$ cat src/rtl/ofmap_packer.sv
// Requantizes signed accumulator samples to int8 (round, shift, saturate) and packs four per output word.
// Optional build macro OFMAP_PACKER_RELU_EN forces negative samples to zero before rounding.
module ofmap_packer #(
    parameter int unsigned ACC_WIDTH            = 32,
    parameter int unsigned C_M_AXIS_TDATA_WIDTH = 32,
    parameter int unsigned SHIFT_WIDTH          = 5
) (
    input  logic                              clk,
    input  logic                              rst_n,
    input  logic                              clear,
    input  logic [SHIFT_WIDTH-1:0]            shift,
    input  logic                              in_valid,
    input  logic [ACC_WIDTH-1:0]              in_data,
    input  logic                              in_last,
    output logic                              out_valid,
    output logic [C_M_AXIS_TDATA_WIDTH-1:0]   out_data,
    output logic [C_M_AXIS_TDATA_WIDTH/8-1:0] out_strb,
    output logic                              out_last,
    output logic                              sat_flag
);

    localparam int unsigned SUM_W  = ACC_WIDTH + 1;
    localparam int unsigned LANES  = C_M_AXIS_TDATA_WIDTH / 8;
    localparam int unsigned LANE_W = 2;

    localparam logic signed [SUM_W-1:0] Q_MAX = SUM_W'(127);
    localparam logic signed [SUM_W-1:0] Q_MIN = SUM_W'(-128);

    logic [LANE_W-1:0]           lane_cnt;
    logic [LANES-1:0][7:0]       pack_buf;
    logic [LANES-1:0]            strb_buf;

    logic [ACC_WIDTH-1:0]        acc_c;
    logic signed [SUM_W-1:0]     round_c;
    logic signed [SUM_W-1:0]     sum_c;
    logic signed [SUM_W-1:0]     q_c;
    logic [7:0]                  byte_c;
    logic                        sat_c;
    logic [LANES-1:0][7:0]       word_c;
    logic [LANES-1:0]            strb_c;
    logic                        emit_c;

    // Quantize the incoming sample: optional ReLU, round-half-up, arithmetic shift, clamp to int8.
    always_comb begin
        acc_c = in_data;
`ifdef OFMAP_PACKER_RELU_EN
        if (in_data[ACC_WIDTH-1]) begin
            acc_c = '0;
        end
`endif
        round_c = '0;
        if (shift != '0) begin
            round_c = SUM_W'(1) << (shift - SHIFT_WIDTH'(1));
        end
        sum_c  = {acc_c[ACC_WIDTH-1], acc_c} + round_c;
        q_c    = sum_c >>> shift;
        sat_c  = 1'b0;
        byte_c = q_c[7:0];
        if (q_c > Q_MAX) begin
            sat_c  = 1'b1;
            byte_c = 8'h7F;
        end else if (q_c < Q_MIN) begin
            sat_c  = 1'b1;
            byte_c = 8'h80;
        end
    end

    // Assemble the candidate output word; lanes not yet filled this word read as zero.
    always_comb begin
        word_c = '0;
        strb_c = strb_buf;
        for (int k = 0; k < LANES; k++) begin
            if (lane_cnt == LANE_W'(k)) begin
                word_c[k] = byte_c;
                strb_c[k] = 1'b1;
            end else if (strb_buf[k]) begin
                word_c[k] = pack_buf[k];
            end
        end
        emit_c = (lane_cnt == LANE_W'(LANES - 1)) || in_last;
    end

    // Packing state and registered outputs; clear drops any partial word and a concurrent sample.
    always_ff @(posedge clk or negedge rst_n) begin
        if (!rst_n) begin
            lane_cnt  <= '0;
            pack_buf  <= '0;
            strb_buf  <= '0;
            out_valid <= 1'b0;
            out_data  <= '0;
            out_strb  <= '0;
            out_last  <= 1'b0;
            sat_flag  <= 1'b0;
        end else if (clear) begin
            lane_cnt  <= '0;
            pack_buf  <= '0;
            strb_buf  <= '0;
            out_valid <= 1'b0;
            sat_flag  <= 1'b0;
        end else begin
            out_valid <= 1'b0;
            if (in_valid) begin
                if (sat_c) begin
                    sat_flag <= 1'b1;
                end
                if (emit_c) begin
                    out_valid <= 1'b1;
                    out_data  <= word_c;
                    out_strb  <= strb_c;
                    out_last  <= in_last;
                    lane_cnt  <= '0;
                    strb_buf  <= '0;
                end else begin
                    pack_buf[lane_cnt] <= byte_c;
                    strb_buf           <= strb_c;
                    lane_cnt           <= lane_cnt + LANE_W'(1);
                end
            end
        end
    end

endmodule

$ cat config.mk
export PLATFORM = sky130hd
export DESIGN_NAME = ofmap_packer
export DESIGN_NICKNAME = d
export VERILOG_FILES = /design/src/rtl/ofmap_packer.sv
export SDC_FILE = /design/constraint.sdc
export NUM_CORES = 1
export LEC_CHECK = 0
export ABC_AREA = 1
export ABC_CLOCK_PERIOD_IN_PS = 2130
export BUFFER_PORTS_ARGS = -buffer_cell sky130_fd_sc_hd__buf_4
export CORE_MARGIN = 4
export CORE_UTILIZATION = 62
export CTS_BUF_LIST = sky130_fd_sc_hd__clkbuf_16
export DETAILED_ROUTE_END_ITERATION = 16
export GPL_ROUTABILITY_DRIVEN = 0
export PLACE_DENSITY = 0.92
export SYNTH_ARGS = -nofsm -noshare
export SYNTH_HDL_FRONTEND = slang
export SYNTH_SLANG_ARGS = --single-unit
$ cat constraint.sdc
create_clock -name clk -period 2.13 [get_ports clk]
set_clock_uncertainty 0.1 [all_clocks]
set_input_delay 0.213 -clock clk [delete_from_list [all_inputs] [get_ports clk]]
set_output_delay 0.213 -clock clk [all_outputs]
set_load 0.01 [all_outputs]
==> results of run 1 <==
-- stage by stage --
stage / utilization / instances
2_1_floorplan: - / 1552
3_3_place_gp: 0.766 / 1887
3_5_place_dp: 0.766 / 1887
4_1_cts: 0.872 / 1924
-- cell usage after synthesis (2+ instances only) --
cell and n:
buf_4 3, nand4_1 12, o211ai_1 2, xor2_1 4, buf_1 8, or2_2 2, nor2_1 153, nand3_2 25
nand2_4 13, xnor2_1 4, a21oi_2 9, nand2_1 477, ha_1 36, nand3_4 2, nand3_1 279, a21o_1 2
clkinv_1 7, dfrtp_1 77, inv_2 3, nand2_2 52, buf_2 26, o21ai_0 19, nor3_1 4, nor2_2 8
a21oi_1 77, o21ai_1 22, inv_1 187, a31oi_1 4, clkbuf_1 20
-- per-layer routing --
metal / GRT overflow / GRT usage
met5: 0 / 0.474
met1: 9 / 0.842
met4: 269 / 1.07
met2: 787 / 1.20
met3: 11 / 0.751
-- cell families after synthesis --
group | count (synthesis) | synth area share
AOI/OAI and AO/OA | 140 | 0.0858
and+or+nand+nor | 1033 | 0.527
adders and majority gates | 37 | 0.0523
muxes | 1 | 0.00111
buffers and inverters | 255 | 0.112
DFF | 77 | 0.214
other | 1 | 0.000417
xor gates and xnor gates | 8 | 0.00779
-- timing repair --
| item | in CTS |
|---|---|
| pin swaps | 72 |
| hold buffers | 1 |
| setup buffers | 20 |
| hold endpoints to repair | 36 |
| setup endpoints to repair | 57 |
| resized for setup | 234 |
==> flow_summary.toml, run 1 <==
[placed_design]
portBuffers = 80
dp_hpwl_um = 24100
postPlaceCellArea_mm2 = 0.0108
dp_slack_ps = -2130

[timing]
worst_endpoint_kind = "register data pin"
postGrtWorstEndpoint = "pack_buf[18]$_DFFE_PN0P_/D"

[die]
ios = 81
rows = 43
start_util = 0.641
die_w_um = 128
die_height_um = 128

[synthesis]
synth.net_count = 1631
synth_edf_count = 0
ys_seq_area_frac = 0.214
synth_area_mm2 = 0.00900
ys_warn_count = 0
syn_inst = 1552
synth_area_leaders = "dfrtp_1 (21%), nand2_1 (20%), nand3_1 (16%)"
avgSynthCellArea_um2 = 5.80
synth_top_cell_area_share = 0.214
synth_flop_cell = "dfrtp_1"
synthDistinctLibCells = 44
ys_ff_latch = 77
synthArstFlopShare = 1.00
synth_top_cell_by_area = "dfrtp_1"

[run_status]
status = "stopped before the end"
haltStage = "global routing"
error_line = "[ERROR GRT-0232] Routing congestion too high. Check the congestion heatmap in the GUI."

[global_route]
grt_max_degree = 42
overflow = 1076
grt_use_total = 0.946

[cts]
cts_made_buffers = 9
cts.sinks = 77
clockBufferDepth = 2
root_buffer = "clkbuf_16"
htreeDepth = 3
==> run 2, diff against run 1 <==
- CORE_UTILIZATION: 62 -> 40
- CTS_BUF_LIST: sky130_fd_sc_hd__clkbuf_16 -> unset
- PLACE_DENSITY: 0.92 -> unset
- PLACE_DENSITY_LB_ADDON: unset -> 0.15
==> flow_summary.toml, run 2 <==
[drt]
vias_per_cell = 5.33
first_pass_iters = 6
vias = 11010
drcViolationCount = 0
drt_iter0_markers = 831
wl_um = 33800
wl_per_cell_um = 16.4
postRouteAntennaNets = 0

[global_route]
grt_max_degree = 44
overflow = 0
grt_pass1_wl_um = 52800
antenna_found_initial = 0
grt_pass1_vias = 10507
grt_use_total = 0.262

[flow_run]
drv_cap = 0

[timing]
post-route-min-period_ps = 3850
max_freq_mhz = 260
final_critical_path_setup_slack_ps = -1720
max_slew_margin = 0.604
worstMarginPinSlew_ps = 595
rsz0062_at_grt = "true"
hold_viol = 0
slew_violations = 0
post-route-period-util = 1.81
fin_tns_setup_ps = -88570
final-setup-viol-count = 57

[synthesis]
synthMostInstantiatedCell = "nand2_1"
ys_ff_latch = 77
synth_area_mm2 = 0.00900
avgSynthCellArea_um2 = 5.80
synth_top_cell_by_area = "dfrtp_1"
ys_warn_count = 0
synth_top_cell_area_share = 0.214
synth.net_count = 1631
ys_seq_area_frac = 0.214
synth_flop_cell = "dfrtp_1"
syn_inst = 1552
synth_area_leaders = "dfrtp_1 (21%), nand2_1 (20%), nand3_1 (16%)"
synth_top_cells_by_count = "nand2_1 (477), nand3_1 (279), inv_1 (187)"
synthArstFlopShare = 1.00
synthDistinctLibCells = 44
synth_edf_count = 0

[die]
core-area_mm2 = 0.0220
die_height_um = 158
die_w_um = 158
ios = 81
rows = 54
start_util = 0.410
dieArea_mm2 = 0.0250

[cts]
root_buffer = "clkbuf_16"
cts_tree = "yes"
clockBufferDepth = 2
clk_pin_slew_ps = 60
cts.sinks = 77
htreeDepth = 3
cts_made_buffers = 9
insertion_delay_ps = 340

[worst_setup_path]
max_stage_delay_ps = 350
r2r_slack_ps = 280
crit_family = "simple AND/OR/NAND/NOR gates"
critPathKind = "in -> reg"
crit_path_end_kind = "flop"
start_kind = "input port"
cp.arrival_ps = 3960
cp_max_fo = 5
cp_num_buf_inv = 5
timing.critical_path.required_ps = 2230
cpMaxStageDelayCell = "fa_2"

[run_status]
status = "finished with violations"
violations = "setup timing"

[layout]
nets = 1859
layout.cells.non_filler = 2064
layout_commonest_cell = "nand2_1"
final_cell_mix = "nand2_1 (368), buf_4 (251), inv_1 (163)"
antenna_cells = 0
reg_top3 = "out_data x32, pack_buf x32"
syn2layout_area_growth_pct = 54.8
drive_above_1_share = 0.439

[placed_design]
placed_cells = 2011
dp_hpwl_um = 25400
portBuffers = 80

[power_and_ir_drop]
cellLeakagePower_nw = 7.10
ir_worst_vdd_uv = 414
power_density_mw_per_mm2 = 428

[worst_hold_path]
hold_class = "in -> reg"
run 2: cell counts after synthesis:
Identical to the previous run, type by type.
run 2: timing repair:
action,4_1_cts,5_1_grt
endpoints found under the setup margin,57,57
buffers inserted,28,10
hold endpoints to repair,41,0
gates resized for setup,275,244
hold buffers,1,0
pin swaps,88,90
run 2: final timing paths:
check / startpoint / endpoint / cells past startpoint
min in group asynchronous: rst_n / pack_buf[14] / 2
worst max register to register: lane_cnt[0] / strb_buf[1] / 6
worst min-delay path: in_last / out_last / 3
worst max-delay path: shift[1] / pack_buf[18] / 32
max in group asynchronous: rst_n / pack_buf[16] / 3
worst min register to register: pack_buf[8] / pack_buf[8] / 2
run 2: per-layer routing:
| layer | wire (um) | GRT usage |
|---|---|---|
| met3 | 2140 | 0.0426 |
| met2 | 16200 | 0.438 |
| met4 | 534 | 0.0463 |
| met5 | 0 | 0 |
| met1 | 14900 | 0.362 |
run 2: cell type report:
cell class,count,area (um^2)
Fill cell,1965,8040
Clock inverter,4,48.8
Multi-Input combinational cell,1220,8380
Sequential cell,77,1930
Tap cell,280,350
Timing Repair Buffer,274,2210
Inverter,198,768
Clock buffer,11,243
run 2: tightest hold or removal path, cell delays in order:
cell and delay, ps:
buf_4 100, nand2_1 50, nand2_1 60
run 2: logic make-up after synthesis:
kind of cell | after synthesis | synth area share
muxes | 1 | 0.00111
adders and majority gates | 37 | 0.0523
buffers and inverters | 255 | 0.112
AOI/OAI and AO/OA | 140 | 0.0858
other | 1 | 0.000417
and+or+nand+nor | 1033 | 0.527
DFF | 77 | 0.214
xor gates and xnor gates | 8 | 0.00779
run 2: per-stage QoR:
step                area [um^2]   util  setup WS [ps]  hold slack, ps  power [mW]
floorplan                  9250      -          -1430            -183        2.96
global placement          11100  0.503          -2150             138        3.79
detailed placement        11100  0.503          -2200             134        3.81
CTS                       12700  0.580          -1550            1.87        5.64
global route              13900  0.634          -1920            24.8        6.29
finish                    13900  0.634          -1720            8.61        5.96
run 2: power breakdown:
group	switching [mW]	internal, mW
logic	1.61	1.13
registers	0.0990	1.60
clock network	0.588	0.931
Power figures use the tool's default switching activity.
